`src/rtl/axi_interface_pkg.sv`:
```
// Shared types for the AXI master-side store buffer.
// Response codes, queue entry layout and FSM state encodings.
package axi_interface_pkg;

    typedef enum logic [1:0] {
        OKAY   = 2'b00,
        EXOKAY = 2'b01,
        SLVERR = 2'b10,
        DECERR = 2'b11
    } axi_response_t;

    typedef struct packed {
        logic [31:0] address;
        logic [31:0] data;
        logic [3:0]  strobe;
    } store_entry_t;

    typedef enum logic [1:0] {
        D_IDLE,
        D_ISSUE,
        D_WAIT
    } drain_state_t;

    typedef enum logic [1:0] {
        L_IDLE,
        L_CHECK,
        L_ISSUE,
        L_WAIT
    } load_state_t;

    function automatic logic word_match(
        input logic [31:0] a,
        input logic [31:0] b
    );
        return a[31:2] == b[31:2];
    endfunction

endpackage

```
`src/rtl/store_buffer_queue.sv`:
```
// Circular store queue with per-entry word-address hazard compare.
// The head entry stays valid until it is explicitly popped.
module store_buffer_queue
    import axi_interface_pkg::*;
#(
    parameter int DEPTH = 4
) (
    input  logic         clk,
    input  logic         rst_n,
    input  logic         push,
    input  store_entry_t push_entry,
    input  logic         pop,
    output store_entry_t head,
    output logic         full,
    output logic         empty,
    input  logic [31:0]  check_address,
    output logic         hazard
);

    localparam int PW = $clog2(DEPTH);
    localparam logic [PW:0]   CNT_ONE  = (PW+1)'(1);
    localparam logic [PW:0]   CNT_FULL = (PW+1)'(DEPTH);
    localparam logic [PW-1:0] PTR_ONE  = PW'(1);

    store_entry_t     mem [DEPTH];
    logic [DEPTH-1:0] valid;
    logic [PW-1:0]    wr_ptr;
    logic [PW-1:0]    rd_ptr;
    logic [PW:0]      count;

    assign full  = (count == CNT_FULL);
    assign empty = (count == '0);
    assign head  = mem[rd_ptr];

    // Pointer, occupancy and per-entry valid bookkeeping.
    always_ff @(posedge clk or negedge rst_n) begin
        if (!rst_n) begin
            wr_ptr <= '0;
            rd_ptr <= '0;
            count  <= '0;
            valid  <= '0;
        end else begin
            if (push) begin
                wr_ptr        <= wr_ptr + PTR_ONE;
                valid[wr_ptr] <= 1'b1;
            end
            if (pop) begin
                rd_ptr        <= rd_ptr + PTR_ONE;
                valid[rd_ptr] <= 1'b0;
            end
            unique case ({push, pop})
                2'b10:   count <= count + CNT_ONE;
                2'b01:   count <= count - CNT_ONE;
                default: count <= count;
            endcase
        end
    end

    // Entry payload storage; contents are qualified by valid.
    always_ff @(posedge clk) begin
        if (push) begin
            mem[wr_ptr] <= push_entry;
        end
    end

    // Any valid entry in the same 32-bit word as the checked address.
    always_comb begin
        hazard = 1'b0;
        for (int i = 0; i < DEPTH; i++) begin
            if (valid[i] && word_match(mem[i].address, check_address)) begin
                hazard = 1'b1;
            end
        end
    end

endmodule

```
`src/rtl/axi_store_buffer.sv`:
```
// Posted-write store buffer in front of the AXI master request port.
// Stores drain in order; loads wait only on same-word pending stores.
module axi_store_buffer
    import axi_interface_pkg::*;
#(
    parameter int BUFFER_DEPTH = 4
) (
    input  logic          axi_ACLK,
    input  logic          axi_ARESETN,
    input  logic          store_valid_i,
    input  logic [31:0]   store_address_i,
    input  logic [31:0]   store_data_i,
    input  logic [3:0]    store_strobe_i,
    output logic          store_ready_o,
    input  logic          load_valid_i,
    input  logic [31:0]   load_address_i,
    output logic          load_ready_o,
    output logic [31:0]   load_data_o,
    output logic          load_done_o,
    output logic          load_error_o,
    output logic          buffer_empty_o,
    output logic          store_error_o,
    output logic [31:0]   store_error_address_o,
    input  logic          clear_error_i,
    output logic          write_start_o,
    output logic [31:0]   write_address_o,
    output logic [31:0]   write_data_o,
    output logic [3:0]    write_strobe_o,
    input  logic          write_done_i,
    input  logic          write_cts_i,
    input  axi_response_t write_response_i,
    output logic          read_start_o,
    output logic [31:0]   read_address_o,
    input  logic [31:0]   read_data_i,
    input  logic          read_done_i,
    input  logic          read_cts_i,
    input  axi_response_t read_response_i
);

    drain_state_t drain_state;
    load_state_t  load_state;
    store_entry_t push_entry;
    store_entry_t head;
    store_entry_t issue_entry;
    logic         full;
    logic         empty;
    logic         push;
    logic         pop;
    logic         q_hazard;
    logic         hazard;
    logic [31:0]  load_addr_q;

    assign push_entry = '{
        address: store_address_i,
        data:    store_data_i,
        strobe:  store_strobe_i
    };

    assign store_ready_o  = !full;
    assign push           = store_valid_i & store_ready_o;
    assign pop            = (drain_state == D_WAIT) & write_done_i;
    assign buffer_empty_o = empty & (drain_state == D_IDLE);
    assign load_ready_o   = (load_state == L_IDLE) & load_valid_i;

    // An empty queue forwards the incoming store so it can issue next cycle.
    assign issue_entry = empty ? push_entry : head;

    // A store entering this cycle is a hazard before it lands in the queue.
    assign hazard = q_hazard
                  | (push & word_match(store_address_i, load_addr_q));

    store_buffer_queue #(
        .DEPTH(BUFFER_DEPTH)
    ) u_queue (
        .clk          (axi_ACLK),
        .rst_n        (axi_ARESETN),
        .push         (push),
        .push_entry   (push_entry),
        .pop          (pop),
        .head         (head),
        .full         (full),
        .empty        (empty),
        .check_address(load_addr_q),
        .hazard       (q_hazard)
    );

    // Drain FSM: one write in flight, plus sticky first-error capture.
    always_ff @(posedge axi_ACLK or negedge axi_ARESETN) begin
        if (!axi_ARESETN) begin
            drain_state           <= D_IDLE;
            write_start_o         <= 1'b0;
            write_address_o       <= '0;
            write_data_o          <= '0;
            write_strobe_o        <= '0;
            store_error_o         <= 1'b0;
            store_error_address_o <= '0;
        end else begin
            write_start_o <= 1'b0;
            unique case (drain_state)
                D_IDLE: begin
                    if ((!empty | push) & write_cts_i) begin
                        drain_state     <= D_ISSUE;
                        write_start_o   <= 1'b1;
                        write_address_o <= issue_entry.address;
                        write_data_o    <= issue_entry.data;
                        write_strobe_o  <= issue_entry.strobe;
                    end
                end
                D_ISSUE: begin
                    drain_state <= D_WAIT;
                end
                D_WAIT: begin
                    if (write_done_i) begin
                        drain_state <= D_IDLE;
                    end
                end
                default: begin
                    drain_state <= D_IDLE;
                end
            endcase
            if (pop && (write_response_i != OKAY) && !store_error_o) begin
                store_error_o         <= 1'b1;
                store_error_address_o <= write_address_o;
            end else if (clear_error_i) begin
                store_error_o <= 1'b0;
            end
        end
    end

    // Load FSM: accept, wait out same-word stores, read, return result.
    always_ff @(posedge axi_ACLK or negedge axi_ARESETN) begin
        if (!axi_ARESETN) begin
            load_state     <= L_IDLE;
            load_addr_q    <= '0;
            read_start_o   <= 1'b0;
            read_address_o <= '0;
            load_data_o    <= '0;
            load_done_o    <= 1'b0;
            load_error_o   <= 1'b0;
        end else begin
            read_start_o <= 1'b0;
            load_done_o  <= 1'b0;
            load_error_o <= 1'b0;
            unique case (load_state)
                L_IDLE: begin
                    if (load_valid_i) begin
                        load_addr_q <= load_address_i;
                        load_state  <= L_CHECK;
                    end
                end
                L_CHECK: begin
                    if (!hazard && read_cts_i) begin
                        load_state     <= L_ISSUE;
                        read_start_o   <= 1'b1;
                        read_address_o <= load_addr_q;
                    end
                end
                L_ISSUE: begin
                    load_state <= L_WAIT;
                end
                L_WAIT: begin
                    if (read_done_i) begin
                        load_state   <= L_IDLE;
                        load_data_o  <= read_data_i;
                        load_done_o  <= 1'b1;
                        load_error_o <= (read_response_i != OKAY);
                    end
                end
                default: begin
                    load_state <= L_IDLE;
                end
            endcase
        end
    end

endmodule

```
`config.mk`:
```
export PLATFORM = sky130hd
export DESIGN_NAME = axi_store_buffer
export DESIGN_NICKNAME = d
export VERILOG_FILES = /design/src/rtl/axi_interface_pkg.sv /design/src/rtl/store_buffer_queue.sv /design/src/rtl/axi_store_buffer.sv
export SDC_FILE = /design/constraint.sdc
export NUM_CORES = 1
export LEC_CHECK = 0
export CAP_MARGIN = 20
export CORE_UTILIZATION = 35
export CTS_CLUSTER_DIAMETER = 30
export DETAILED_ROUTE_END_ITERATION = 12
export PLACE_DENSITY = 0.65
export SLEW_MARGIN = 20
export SYNTH_ARGS = -nofsm -noshare
export SYNTH_HDL_FRONTEND = slang
export SYNTH_SLANG_ARGS = --single-unit
```
`constraint.sdc`:
```
create_clock -name axi_ACLK -period 3.76 [get_ports axi_ACLK]
set_input_delay 0.752 -clock axi_ACLK [delete_from_list [all_inputs] [get_ports axi_ACLK]]
set_output_delay 0.752 -clock axi_ACLK [all_outputs]
set_load 0.05 [all_outputs]
```
==> summary.md <==
| Metric | Value |
|---|---|
| Top-count cell post-synth | `edfxtp_1` |
| # clock sinks | `around 500` |
| Clk_lat worst skew | `between 0.6 and 0.7 ns` |
| Estimated wirelength of the detail-placed design | `about 36000 microns` |
| Slew Viols, Final | `0` |
| Aggregate global-route resource usage | `18.42%` |
| Reg2reg end | `write_address_o[31]` |
| Antenna-violating nets left | `0` |
| Setup crit start kind | `flip-flop` |
| Clock network fraction of design power | `between 30 and 40%` |
| Number of I/O port buffers | `~320` |
| Total gr overflow | `0` |
| Slew margin rel. | `a little over a third` |
| Core Util, Final | `between 40% and 50%` |
| Vias per cell | `4.907` |
| Die width | `approximately 240 microns` |
| Die H | `~240 microns` |
| Global-route met2 utilization | `30.36%` |
| Max-Cap Viols | `0` |
| Synth Flop Type | `edfxtp_1` |
| Met1 Use GR | `a little under a quarter` |
| H-tree depth | `3` |
| Cts-stage hold buffer count | `0` |
| Tot Pwr | `0.02965 W` |
| Worst Reg-to-Reg Cells | `6` |
| Final Cycle Share | `between 90% and 100%` |
| Initial DRC count | `~680` |
| # nets final | `about 1800` |
| Top cell type's share of synthesized area | `39.79%` |
| Final wirelength | `54490 microns` |
| Clk root buf | `clkbuf_16` |
| Largest net degree at the start of global routing | `between 100 and 150` |
| Setup TNS | `0 ns` |
| Dominant cell type by area after synthesis | `edfxtp_1` |
| Setup Skew | `0.03310 ns` |
| Reg2reg start | `u_queue.count[0]` |
| Hold Crit Class | `in -> async` |
| Final min period | `around 3.4 ns` |
| Post-synthesis cell count | `1249` |
| Starting Density | `between 30% and 40%` |
| DRC viols | `0` |
| Setup CP Type | `reg -> out` |
| Mapped Nets | `around 1400` |
| P_sw | `between 0.01 and 0.015 W` |
| Worst setup EP type | `output port` |
| Total number of vias | `12210` |
| Flop2flop setup slack | `between 0.9 and 1 ns` |
| # setup viols final | `0` |
| Core Box Area | `a little under 60000 sq um` |
| Setup slack at placement | `roughly 0.45 ns` |
| Critical Path RT | `3.01 ns` |
| Non-filler cells, final | `2489` |
| Number of buffers created by CTS | `between 100 and 150` |
| Register Area | `between 10000 and 15000 sq um` |
| Critical Path AT | `around 2.7 ns` |
| Clk slew on worst S/H paths | `approximately 0.050 ns` |
| Number of setup buffers added after CTS | `0` |
| Comb power frac | `~37%` |
| Synthesized flop and latch total | `488` |
| Fillers | `slightly below 5000` |
| Number of flops mapped to enable cells by yosys | `around 270` |
| Initial DRT Pass Iterations | `7` |
| Sequential Power Share | `30.6%` |
| Top post-synthesis cells by area | `edfxtp_1, dfrtp_1, mux4_2, xnor2_1, mux2_2` |
| CTS tree | `done` |
| Synth Area per Inst | `between 15 and 20 sq um` |
| P_int | `about 0.018 W` |
| Synth warn | `0` |
| Yosys cell types | `37` |
| P per Cell Area | `approximately 1000 nW/um^2` |
| Endpoints failing hold | `0` |
| Die area | `~60000 sq um` |
| CP Max Fanout | `20` |
| Share of cells above drive strength 1 | `between 20% and 30%` |
| Multi-input gate area | `~6500 sq um` |
| Post_cts resized | `0` |
| Fraction of registers with async set/reset | `between 40% and 50%` |
| Initial antenna violation count | `6` |
| Status | `finished clean` |
| Ports | `around 320` |
| Number of global-route vias before repair | `13000` |
| Busiest grt layer | `met2` |
| Cell row count | `roughly 90` |
| Leak Pwr | `roughly 11 nW` |
| Synth cell count leaders | `edfxtp_1, dfrtp_1, xnor2_1` |
| GPL Wtd Cong | `slightly below 0.9` |
| Post-Synthesis Cell Area | `between 20000 and 25000 sq um` |
| Sequential area share after synthesis | `approximately two thirds` |
| Grt met3 use | `5.871%` |
| Fmax | `291.8 MHz` |
| Global-route wire length before repair | `slightly above 80000 microns` |
| Avg WL per Cell | `~22 microns` |
| Max Buffers Root-to-Sink | `3` |
| Switch share | `37.73%` |
| Cell count after placement | `2279` |
| RSZ-0062 raised after global routing | `no` |
| Worst-Margin Slew | `roughly 0.97 ns` |
| Area growth syn-to-layout | `38.69%` |
| Final worst slack | `around 0.33 ns` |
| Worst vdd ir | `a little over 0.6 mV` |
-- power by group through the flow --
stage	Sequential, W	Clock, W	Combinational [W]
2_1_floorplan	0.0113	0	0.00494
3_3_place_gp	0.00910	0	0.0110
3_5_place_dp	0.00917	0	0.0111
4_1_cts	0.00911	0.00976	0.0111
5_1_grt	0.00931	0.0100	0.0116
6_report	0.00907	0.00960	0.0110
-- critical path, stage by stage, from the launching register on --
cell and delay [ns]:
dfrtp_1 0.41, or3_4 0.57, nor3_1 0.20, clkdlybuf4s50_1 0.85
-- state kept, by name (all words and copies together) (netlist names) --
register,count
u_queue.mem,272
load_addr_q,32
load_data_o,32
read_address_o,32
store_error_address_o,32
write_address_o,32
write_data_o,32
u_queue.valid,4
write_strobe_o,4
u_queue.count,3
drain_state,2
load_state,2
u_queue.rd_ptr,2
u_queue.wr_ptr,2
load_done_o,1
load_error_o,1
read_start_o,1
store_error_o,1
write_start_o,1
-- kinds of logic after synthesis --
family / Yosys count / share of synthesized area, %
fa+ha+maj: 15 / 0.9508
simple gates: 142 / 3.364
buf+inv: 102 / 2.353
xor+xnor: 155 / 6.613
compound gates: 79 / 2.072
flops: 488 / 66.12
mux: 268 / 18.53
-- through the flow --
stage / cell area [sq um] / hold slack [ns]
2_1_floorplan: 20530 / 0.4475
3_3_place_gp: 24660 / 0.4676
3_5_place_dp: 24660 / 0.4702
4_1_cts: 28470 / 0.2179
5_1_grt: 28470 / 0.2245
6_report: 28470 / 0.1877
-- cell usage in the layout, fill, tap and decap left out, types with 5 or more instances in the layout --
| cell type | instances |
|---|---|
| nand2_1 | 73 |
| bufinv_16 | 12 |
| nand4_1 | 34 |
| buf_4 | 22 |
| clkinv_4 | 9 |
| xor2_1 | 23 |
| mux2i_1 | 71 |
| clkbuf_1 | 7 |
| nor2_1 | 7 |
| edfxtp_1 | 272 |
| o21ai_0 | 70 |
| clkbuf_8 | 6 |
| buf_12 | 11 |
| clkinv_1 | 5 |
| clkinvlp_4 | 15 |
| inv_1 | 18 |
| clkdlybuf4s50_1 | 314 |
| nor4_1 | 14 |
| mux2_4 | 29 |
| clkinv_2 | 24 |
| dfrtp_1 | 214 |
| ha_1 | 14 |
| xnor2_1 | 132 |
| mux2_2 | 100 |
| inv_4 | 5 |
| mux4_2 | 68 |
| clkbuf_16 | 113 |
| inv_6 | 8 |
-- worst max path at each step --
stage | from | endpoint | slack (ns)
3_3_place_gp | store_address_i[12] | read_address_o[9] | 0.50
2_1_floorplan | u_queue.count[0] | buffer_empty_o | 0.52
5_1_grt | u_queue.count[0] | buffer_empty_o | 0.22
4_1_cts | u_queue.count[0] | buffer_empty_o | 0.27
3_5_place_dp | store_address_i[18] | read_address_o[9] | 0.45
6_report | u_queue.count[0] | buffer_empty_o | 0.33
-- final cells by class --
cell class,instances,share of cell area [%]
inverters,19,0.2549
well taps,765,3.362
flip-flops and latches,488,47.70
clock buffers,126,10.31
diodes,2,0.01758
repair buffers,348,12.45
clock inverters,82,3.063
multi-input cells,659,22.84
-- layer usage --
metal | vias up | routed length, microns | part of all wire, %
met1 | 6245 | 22160 | 41
met3 | 92 | 4167 | 7.6
li1 | 5437 | - | -
met5 | - | 50 | 0.092
met2 | 430 | 26770 | 49
met4 | 10 | 1339 | 2.5
(Power assumes the default switching activity.)
